## src/rtl/pwm_audio_out.sv

```systemverilog
// pwm_audio_out
//
// Audio output stage fed by the filter selection block. Signed 8-bit
// samples arrive one per `done` strobe and are buffered in a small
// circular FIFO. The FIFO is drained at a fixed audio sample rate. Each
// drained sample is converted to offset binary and drives a free-running
// 8-bit PWM that feeds the board's amplifier / RC low-pass. Sticky
// overflow/underflow flags are provided for debug LEDs.
//
// Parameters
//   SAMPLE_PERIOD : clock cycles per output sample (>= 2)
//   FIFO_DEPTH    : FIFO entries (power of 2, >= 2)
//
// Ports
//   clock      : system clock
//   reset      : synchronous, active-high reset
//   done       : one-cycle strobe, audio_in valid this cycle
//   audio_in   : signed two's-complement sample
//   mute       : forces midscale duty (0x80) from the next PWM boundary
//   pwm_out    : registered PWM waveform
//   fifo_count : current FIFO occupancy
//   overflow   : sticky, a sample was dropped on a full FIFO
//   underflow  : sticky, a sample tick found the FIFO empty

module pwm_audio_out #(
  parameter int unsigned SAMPLE_PERIOD = 2268,
  parameter int unsigned FIFO_DEPTH    = 4
) (
  input  logic                          clock,
  input  logic                          reset,
  input  logic                          done,
  input  logic [7:0]                    audio_in,
  input  logic                          mute,
  output logic                          pwm_out,
  output logic [$clog2(FIFO_DEPTH):0]   fifo_count,
  output logic                          overflow,
  output logic                          underflow
);

  localparam int AW = $clog2(FIFO_DEPTH);
  localparam int CW = AW + 1;
  localparam int TW = (SAMPLE_PERIOD > 2) ? $clog2(SAMPLE_PERIOD) : 1;

  logic [7:0]    mem [FIFO_DEPTH];
  logic [AW-1:0] wr_ptr;
  logic [AW-1:0] rd_ptr;
  logic [TW-1:0] tick_cnt;
  logic [7:0]    cur_sample;
  logic [7:0]    pwm_cnt;
  logic [7:0]    duty_q;
  logic [7:0]    duty_next;

  logic tick;
  logic fifo_full;
  logic fifo_empty;
  logic pop;
  logic push_ok;
  logic push_drop;

  assign tick       = (tick_cnt == TW'(SAMPLE_PERIOD - 1));
  assign fifo_full  = (fifo_count == CW'(FIFO_DEPTH));
  assign fifo_empty = (fifo_count == '0);

  // A pop needs data already resident; there is no bypass from the write
  // port, so a push into an empty FIFO on a tick still counts as underflow.
  assign pop = tick && !fifo_empty;

  // A full FIFO can still accept a push in the same cycle it is popped,
  // since the pop frees the slot the push lands in.
  assign push_ok   = done && (!fifo_full || pop);
  assign push_drop = done && fifo_full && !pop;

  // Offset-binary conversion: flipping the sign bit maps -128..127 onto 0..255.
  assign duty_next = mute ? 8'h80 : {~cur_sample[7], cur_sample[6:0]};

  // Sample storage carries no reset; stale contents are unreachable once
  // the pointers and occupancy counter are cleared.
  always_ff @(posedge clock) begin
    if (push_ok) begin
      mem[wr_ptr] <= audio_in;
    end
  end

  // FIFO control: pointers wrap naturally because FIFO_DEPTH is a power of
  // two, while occupancy is tracked explicitly so full and empty are never
  // ambiguous.
  always_ff @(posedge clock) begin
    if (reset) begin
      wr_ptr     <= '0;
      rd_ptr     <= '0;
      fifo_count <= '0;
      cur_sample <= 8'h00;
      overflow   <= 1'b0;
      underflow  <= 1'b0;
    end else begin
      if (push_ok) begin
        wr_ptr <= wr_ptr + 1'b1;
      end
      if (pop) begin
        rd_ptr     <= rd_ptr + 1'b1;
        cur_sample <= mem[rd_ptr];
      end
      case ({push_ok, pop})
        2'b10:   fifo_count <= fifo_count + 1'b1;
        2'b01:   fifo_count <= fifo_count - 1'b1;
        default: fifo_count <= fifo_count;
      endcase
      if (push_drop) begin
        overflow <= 1'b1;
      end
      if (tick && fifo_empty) begin
        underflow <= 1'b1;
      end
    end
  end

  // Sample-rate divider: counts 0..SAMPLE_PERIOD-1, the tick is its last count.
  always_ff @(posedge clock) begin
    if (reset) begin
      tick_cnt <= '0;
    end else if (tick) begin
      tick_cnt <= '0;
    end else begin
      tick_cnt <= tick_cnt + 1'b1;
    end
  end

  // PWM: duty is only reloaded at the end of a 256-cycle period so each
  // period is generated with a single, consistent duty value.
  always_ff @(posedge clock) begin
    if (reset) begin
      pwm_cnt <= 8'h00;
      duty_q  <= 8'h80;
      pwm_out <= 1'b0;
    end else begin
      pwm_cnt <= pwm_cnt + 8'h01;
      if (pwm_cnt == 8'hFF) begin
        duty_q <= duty_next;
      end
      pwm_out <= (pwm_cnt < duty_q);
    end
  end

endmodule

```

## config.mk

```make
export PLATFORM = sky130hd
export DESIGN_NAME = pwm_audio_out
export DESIGN_NICKNAME = d
export VERILOG_FILES = /design/src/rtl/pwm_audio_out.sv
export SDC_FILE = /design/constraint.sdc
export NUM_CORES = 1
export LEC_CHECK = 0
export CORE_ASPECT_RATIO = 1.5
export CORE_MARGIN = 1.5
export CORE_UTILIZATION = 30
export CTS_BUF_LIST = sky130_fd_sc_hd__clkbuf_8
export DETAILED_ROUTE_END_ITERATION = 8
export SYNTH_ARGS = -nofsm -noshare
export SYNTH_HDL_FRONTEND = slang
export SYNTH_SLANG_ARGS = --single-unit
```

## constraint.sdc

```tcl
create_clock -name clock -period 4.4 [get_ports clock]
set_clock_uncertainty 0.15 [all_clocks]
set_input_delay 0.44 -clock clock [delete_from_list [all_inputs] [get_ports clock]]
set_output_delay 0.44 -clock clock [all_outputs]
set_load 0.005 [all_outputs]
```

==> results of run 1 <==
-- synth_stat cells (6+ instances only) --
cell type  number
dfxtp_1        46
edfxtp_1       32
nor2_1         28
nand2_1        27
a21oi_1        22
inv_1          16
ha_1           13
nand3_1        13
xnor2_1        10
clkbuf_1        8
mux4_2          8
nand3b_1        7
o21ai_0         7
nand4_1         6
nor3_1          6
-- cell type report --
| type | instances | area, µm² |
|---|---|---|
| Sequential cell | 78 | 1882 |
| Fill cell | 1110 | 7069 |
| Clock buffer | 10 | 137.6 |
| Tap cell | 147 | 183.9 |
| Timing Repair Buffer | 19 | 185.2 |
| Clock inverter | 6 | 102.6 |
| Inverter | 16 | 60.06 |
| Multi-Input combinational cell | 197 | 1376 |
-- per-stage QoR --
| step | hold slack, ns | setup slack, ns | power (mW) | utilization | std cells |
|---|---|---|---|---|---|
| final | 0.2992 | 1.497 | 1.501 | 0.3572 | 473 |
| after global routing | 0.3155 | 1.225 | 1.561 | 0.3572 | 473 |
| after floorplan | 0.2675 | 1.885 | 0.8481 | - | 304 |
| after CTS | 0.3026 | 1.491 | 1.523 | 0.3572 | 473 |
| after global placement | 0.2816 | 1.523 | 0.8806 | 0.3353 | 457 |
| after detailed placement | 0.2870 | 1.492 | 0.8839 | 0.3353 | 457 |
-- worst register-to-register path, stage by stage (launching register included) --
cell,delay (ns)
dfxtp_1,0.36
ha_1,0.28
nor4b_1,0.38
nand3_1,0.20
or3_1,0.36
fa_1,0.41
nor2b_1,0.16
nor3b_1,0.15
o21ai_0,0.19
nand4b_1,0.12
-- metal layers --
layer	vias up	wire [µm]	GRT usage
met5	-	0	0
met4	0	200	0.06410
met3	13	154	0.03431
met2	29	3306	0.2001
met1	1083	2567	0.1331
li1	1128	-	-
-- sequential cells by signal, summed over array words and instances (netlist names) --
register and flops:
cur_sample 8, duty_q 8, fifo_count 3, mem 32, overflow 1, pwm_cnt 8
pwm_out 1, rd_ptr 2, tick_cnt 12, underflow 1, wr_ptr 2
-- cell families (layout without fill, tap and decap cells) --
kind of cell / Yosys count / count (layout) / synth area share
and+or+nand+nor: 117 / 117 / 0.1857
xor gates and xnor gates: 15 / 15 / 0.03900
adders and majority gates: 14 / 14 / 0.05424
AOI/OAI and AO/OA: 43 / 43 / 0.07615
buffers and inverters: 29 / 51 / 0.03269
DFF: 78 / 78 / 0.5587
muxes: 8 / 8 / 0.05349
-- final timing paths --
check	end	start	slack, ns
hold / removal	cur_sample[7]	cur_sample[7]	0.30
setup / recovery	fifo_count[2]	tick_cnt[0]	1.50
setup reg to reg	fifo_count[2]	tick_cnt[0]	1.50
hold reg to reg	cur_sample[7]	cur_sample[7]	0.30
-- power by group --
| part | switching (mW) | internal, mW |
|---|---|---|
| Sequential | 0.0117 | 0.774 |
| Clock | 0.249 | 0.387 |
| Combinational | 0.0422 | 0.0378 |
-- placed cells by master (no fill, tap or decap), drive strengths merged, types with 4 or more instances in the layout --
| cell type | synthesis | routed |
|---|---|---|
| or3 | 5 | 5 |
| o21ai | 7 | 7 |
| clkbuf | 8 | 10 |
| nor3b | 4 | 4 |
| clkdlybuf4s50 | 0 | 17 |
| nand4 | 6 | 6 |
| edfxtp | 32 | 32 |
| nand3 | 13 | 13 |
| a21oi | 22 | 22 |
| and3 | 5 | 5 |
| inv | 16 | 18 |
| nand2 | 27 | 27 |
| nor2 | 28 | 28 |
| xor2 | 5 | 5 |
| mux4 | 8 | 8 |
| dfxtp | 46 | 46 |
| nand3b | 7 | 7 |
| ha | 13 | 13 |
| nor3 | 6 | 6 |
| xnor2 | 10 | 10 |
==> flow_summary.ini, run 1 <==
[grt]
grt_max_degree = 24
antenna_found_initial = 0
grt_use_total = 0.1194
grt_first_pass_wirelength_mm = 10.70
grt_pass1_vias = 2208
grt_overflow_total = 0

[die]
dieArea_um2 = 11890
start_util = 0.3063
rows = 47
ioPinCount = 18
floorplan.core_area_um2 = 11000
die-height_um = 132.8
die_w_um = 89.52

[worst_setup_path]
path_depth = 9
start_kind = flop
worstSetupPathType = reg -> reg
arrival_ns = 2.98
required_ns = 4.48
worst_setup_path_end_kind = flop
slowest_stage = fa_1
reg2reg_depth = 9
critical-path-top-delay-family = simple AND/OR/NAND/NOR gates
path_cells = ha_1 > nor4b_1 > nand3_1 > or3_1 > fa_1 > nor2b_1 > nor3b_1 > o21ai_0 > nand4b_1
cp_max_fo = 6
slowest_delay_ns = 0.41
path_buf_inv = 0

[cts]
htree_levels = 3
cts_tree = built
root_buffer = clkbuf_8
post-cts-setup-buffer-count = 0
cts_resized = 0
numCtsBuffers = 9
cts_buffer_depth = 2
cts_sinks = 78
cts_hold_buf = 0
clk_pin_slew_ns = 0.08
insertion_delay_ns = 0.35

[routing]
num_vias = 2253
drc = 0
dr.pass1.iters = 4
wl_per_cell_um = 13.17
postRouteAntennaNets = 0
routed_wl_mm = 6.229
vias_per_cell = 4.763
drt_iter0_drc = 187

[synth]
ys_seq_area_frac = 0.5587
synth_warnings = 0
synth_top_area_cell = edfxtp_1
syn_nets = 330
synth.area.top_cells = edfxtp_1 29%, dfxtp_1 27%, mux4_2 5.3%, ha_1 4.8%, a21oi_1 3.3%
yosysTopAreaCellShare = 0.2853
post_synth_num_cell_types = 44
synth-edff-count = 32
synth_cells = 304
avgSynthCellArea_um2 = 11.08
synthFlopType = dfxtp_1
postSynth.asyncResetShare = 0
ys_ff_latch = 78
syn_area_um2 = 3368

[place]
gp_congestion = 0.7586
placed_cell_area_um2 = 3687
portBuffers = 17
hpwl_mm = 4.539

[sta]
post-route-period-util = 0.6597
grt_setup_unrepaired = no
drv_slew = 0
worst_pin_slew_ns = 0.8358
fin_tns_setup_ns = 0
setup_viol = 0
fmax_mhz = 344.5
hold_violations = 0
min_period_ns = 2.903
maxSlewHeadroom = 0.4386

[status]
status = completed

[power]
powerDensity_nw_per_um2 = 382.2
peakVddDrop_mv = 0.1652
p_leak_nw = 1.303

[layout]
area_delta_synth_final_pct = 16.60
design_area_um2 = 3928
diodes = 0
fin_nets = 347
drive_gt1_frac = 0.08896

[run]
drv_cap = 0

[hold_path]
min_path_type = reg -> reg
hold_path_depth = 2
No activity file was read; power rests on OpenSTA's default activity.
==> run 2: changes to the inputs <==
Clock period 4.4 ns to 2.9 ns, I/O delays scaled along.
==> run 2 against run 1 <==
Against the previous run: via count fell by 0.13%; register-to-register slack got worse by 1.3 ns; worst hold slack improved by 0.0025 ns; die area did not move; utilization rose by 0.057 points; count of clock-buffer cells in the layout fell by 1; global-route usage fell by 0.27 points; critical path depth did not move; cell count rose by 0.42%; largest power group unchanged; highest routed layer unchanged.
==> flow_summary.ini, run 2 (synthesis gave the netlist of run 1 again) <==
[cts]
cts_hold_buf = 0
root_buffer = clkbuf_8
cts_tree = built
cts_buffer_depth = 2
numCtsBuffers = 9
htree_levels = 3
cts_resized = 0
post-cts-setup-buffer-count = 0
cts_sinks = 78
clk_pin_slew_ns = 0.08
insertion_delay_ns = 0.35

[die]
rows = 47
ioPinCount = 18
die-height_um = 132.8
dieArea_um2 = 11890
floorplan.core_area_um2 = 11000
start_util = 0.3063
die_w_um = 89.52

[power]
p_leak_nw = 1.295
peakVddDrop_mv = 0.1716
power.switching_mw = 0.4939
swShare = 0.2232
pwr-share-seq = 0.538
clock_power_share = 0.405
powerDensity_nw_per_um2 = 562.6
combPwrFrac = 0.057
p_int_mw = 1.719

[run]
drv_cap = 0

[layout]
area_delta_synth_final_pct = 16.79
largest_reg_flops = 32
top_register = mem
drive_gt1_frac = 0.1037
fin_nets = 349
largestRegisters = mem: 32 flops, tick_cnt: 12 flops
mostFrequentLayoutCell = dfxtp_1
diodes = 0
final_cell_mix = 46 x dfxtp_1, 32 x edfxtp_1, 28 x nor2_1
final_core_util = 0.3577

[place]
gp_congestion = 0.7926
dp_slack_ns = 0.1531
hpwl_mm = 4.466
portBuffers = 17

[routing]
vias_per_cell = 4.737
drc = 0
routed_wl_mm = 6.226
postRouteAntennaNets = 0
num_vias = 2250
wl_per_cell_um = 13.11
dr.pass1.iters = 4
drt_iter0_drc = 117

[worst_setup_path]
cp_max_fo = 6
start_kind = flop
worstSetupPathType = reg -> reg
arrival_ns = 2.74
required_ns = 2.97
worst_setup_path_end_kind = flop

[sta]
min_period_ns = 2.664
drv_slew = 0
setup_ws_ns = 0.2357
fin_tns_setup_ns = 0
grt_setup_unrepaired = no
hold_violations = 0
setup_viol = 0
worst_pin_slew_ns = 0.6498
fmax_mhz = 375.3
maxSlewHeadroom = 0.5634
post-route-period-util = 0.9187
whs_ns = 0.3017

[grt]
grt_pass1_vias = 2287
grt_first_pass_wirelength_mm = 10.56
grt_max_degree = 37
antenna_found_initial = 0
grt_use_total = 0.1167
grt_overflow_total = 0

[hold_path]
min_path_type = reg -> reg

[status]
status = completed
-- run 2: cell count changes in the layout (fill, tap and decap cells not counted), sizes merged --
cell | before | now
buf | 2 | 4
bufinv | 3 | 2
clkbuf | 10 | 9
clkinv | 1 | 0
clkinvlp | 0 | 2
inv | 18 | 19
-- run 2: critical path, stage by stage, from the launching register on --
cell      delay (ns)
dfxtp_1         0.36
ha_1            0.28
nor4b_2         0.27
nand3_1         0.16
or3_1           0.35
fa_1            0.41
nor2b_1         0.16
nor3b_1         0.13
o21ai_0         0.15
nand4b_1        0.11
-- run 2: power groups by stage --
stage / registers, mW / logic [mW] / clock network (mW)
detailed placement: 1.22 / 0.127 / 0
global route: 1.20 / 0.141 / 0.964
CTS: 1.19 / 0.128 / 0.915
global placement: 1.22 / 0.124 / 0
floorplan: 1.21 / 0.0760 / 0
finish: 1.19 / 0.126 / 0.896
-- run 2: path summary, 6_finish.rpt --
kind	cells past startpoint	startpoint	to	slack [ns]
max reg2reg	9	tick_cnt[0]	fifo_count[2]	0.24
min	2	duty_q[6]	duty_q[6]	0.30
max	9	tick_cnt[0]	fifo_count[2]	0.24
min reg2reg	2	duty_q[6]	duty_q[6]	0.30
-- run 2: stage by stage --
stage / std cells / instance area (µm²) / power, mW
final: 475 / 3934 / 2.213
after global routing: 475 / 3934 / 2.300
after floorplan: 304 / 3368 / 1.287
after global placement: 459 / 3702 / 1.340
after CTS: 475 / 3923 / 2.234
after detailed placement: 459 / 3702 / 1.345
-- run 2: final cells by class --
type / count / area, µm²
Inverter: 16 / 60.06
Multi-Input combinational cell: 197 / 1388
Tap cell: 147 / 183.9
Timing Repair Buffer: 21 / 200.2
Sequential cell: 78 / 1882
Clock buffer: 9 / 123.9
Clock inverter: 7 / 96.34
Fill cell: 1094 / 7063
-- run 2: metal layers --
metal	global-route usage	vias to the layer above	wire length [µm]
met5	0	-	0
met4	0.05385	0	131
met3	0.02183	10	136
met2	0.2147	25	3472
met1	0.1235	1080	2486
li1	-	1135	-
==> run 3: changes to the inputs <==
Settings changed: CORE_UTILIZATION 30 to 60, PLACE_DENSITY set to 0.8.
==> run 3 against run 2 <==
Against the previous run: total power shrank 5.3%; via count grew 0.27%; global-route usage grew 10 points; wire length shrank 4.4%; design area shrank 3.4%; cell count shrank 16%; die area shrank 49%; clock power shrank 13%; sequential share of layout area grew 1.7 points; largest power group unchanged.
==> flow_summary.ini, run 3 (synthesis gave the netlist of run 1 again) <==
[status]
status = completed

[routing]
num_vias = 2256
drt_iter0_drc = 89
vias_per_cell = 5.668
dr.pass1.iters = 4
drc = 0
routed_wl_mm = 5.952
wl_per_cell_um = 14.95
postRouteAntennaNets = 0

[cts]
cts_sinks = 78
numCtsBuffers = 9
insertion_delay_ns = 0.35
clk_pin_slew_ns = 0.07
cts_tree = built
cts_buffer_depth = 2
root_buffer = clkbuf_8
htree_levels = 3
cts_hold_buf = 0

[sta]
fmax_mhz = 374.1
min_period_ns = 2.673
fin_tns_setup_ns = 0
worst_pin_slew_ns = 0.7319
whs_ns = 0.3001
maxSlewHeadroom = 0.5105
setup_ws_ns = 0.2267
hold_violations = 0
post-route-period-util = 0.9218
drv_slew = 0
grt_setup_unrepaired = no
setup_viol = 0

[place]
place_inst = 382
gp_congestion = 0.8361
hpwl_mm = 4.148
dp_slack_ns = 0.1746
placed_cell_area_um2 = 3606
portBuffers = 17

[layout]
mostFrequentLayoutCell = dfxtp_1
final_cells = 398
area_delta_synth_final_pct = 12.85
design_area_um2 = 3801
drive_gt1_frac = 0.1006
largestRegisters = mem: 32 flops, tick_cnt: 12 flops
top_register = mem
final_core_util = 0.6974
fin_nets = 349
diodes = 0
largest_reg_flops = 32
final_cell_mix = 46 x dfxtp_1, 32 x edfxtp_1, 28 x nor2_1
nFillCells = 436

[power]
peakVddDrop_mv = 0.3963
swShare = 0.2249
pwr-share-seq = 0.568
powerDensity_nw_per_um2 = 551.5
combPwrFrac = 0.059
finalPower_mw = 2.096
power.switching_mw = 0.4715
clock_power_share = 0.373
p_int_mw = 1.625
p_leak_nw = 1.287

[die]
rows = 33
start_util = 0.6180
ioPinCount = 18
die_w_um = 64.18
dieArea_um2 = 6082
die-height_um = 94.77
floorplan.core_area_um2 = 5450

[worst_setup_path]
worstSetupPathType = reg -> reg
worst_setup_path_end_kind = flop
arrival_ns = 2.53
reg2reg_depth = 4
required_ns = 2.75
cp_max_fo = 8
start_kind = flop

[hold_path]
hold_path_depth = 1
min_path_type = reg -> reg

[grt]
grt_pass1_vias = 2192
grt_first_pass_wirelength_mm = 9.984
grt_overflow_total = 0
grt_use_total = 0.2172
antenna_found_initial = 0
grt_max_degree = 23

[run]
drv_cap = 0
[run 3: changes by cell type in the layout (fill, tap and decap cells not counted)]
cell        delta
clkinv_2       +3
bufinv_16      -1
clkinvlp_4     -1
inv_6          -1
o31ai_1        +1
o31ai_2        -1
[run 3: power groups by stage]
stage	combinational (mW)	sequential, mW	clock (mW)
2_1_floorplan	0.0760	1.21	0
3_5_place_dp	0.124	1.22	0
4_1_cts	0.125	1.19	0.796
6_report	0.124	1.19	0.781
5_1_grt	0.138	1.19	0.845
3_3_place_gp	0.119	1.21	0
[run 3: worst max-delay path, cell delays in order (launching register included)]
cell and delay (ns):
dfxtp_1 0.35, ha_1 0.27, or4b_4 0.53, o31ai_1 0.52, and3_1 0.51
[run 3: metal layers]
layer | global-route usage | share of wire
met2 | 0.3819 | 0.53
met1 | 0.2460 | 0.42
met4 | 0.1241 | 0.025
met5 | 0 | 0
met3 | 0.03933 | 0.025
[run 3: area by class of cell]
class,count,area (µm²),area share
clock buffers,9,123.9,0.03259
clock inverters,7,65.06,0.01712
inverters,16,60.06,0.01580
multi-input cells,197,1383,0.3637
flip-flops and latches,78,1882,0.4951
well taps,70,87.58,0.02304
repair buffers,21,200.2,0.05267
[run 3: what timing repair did]
| action | 4_1_cts | 5_1_grt |
|---|---|---|
| resized for setup | 0 | 1 |
| endpoints found under the setup margin | 0 | 1 |
| setup buffers | 0 | 0 |
[run 3: path summary, 6_finish.rpt]
| kind | start | to | slack, ns |
|---|---|---|---|
| worst max register to register | tick_cnt[0] | mem[2][3] | 0.23 |
| worst min-delay path | tick_cnt[0] | tick_cnt[0] | 0.30 |
| worst min register to register | tick_cnt[0] | tick_cnt[0] | 0.30 |
| worst max-delay path | tick_cnt[0] | mem[2][3] | 0.23 |
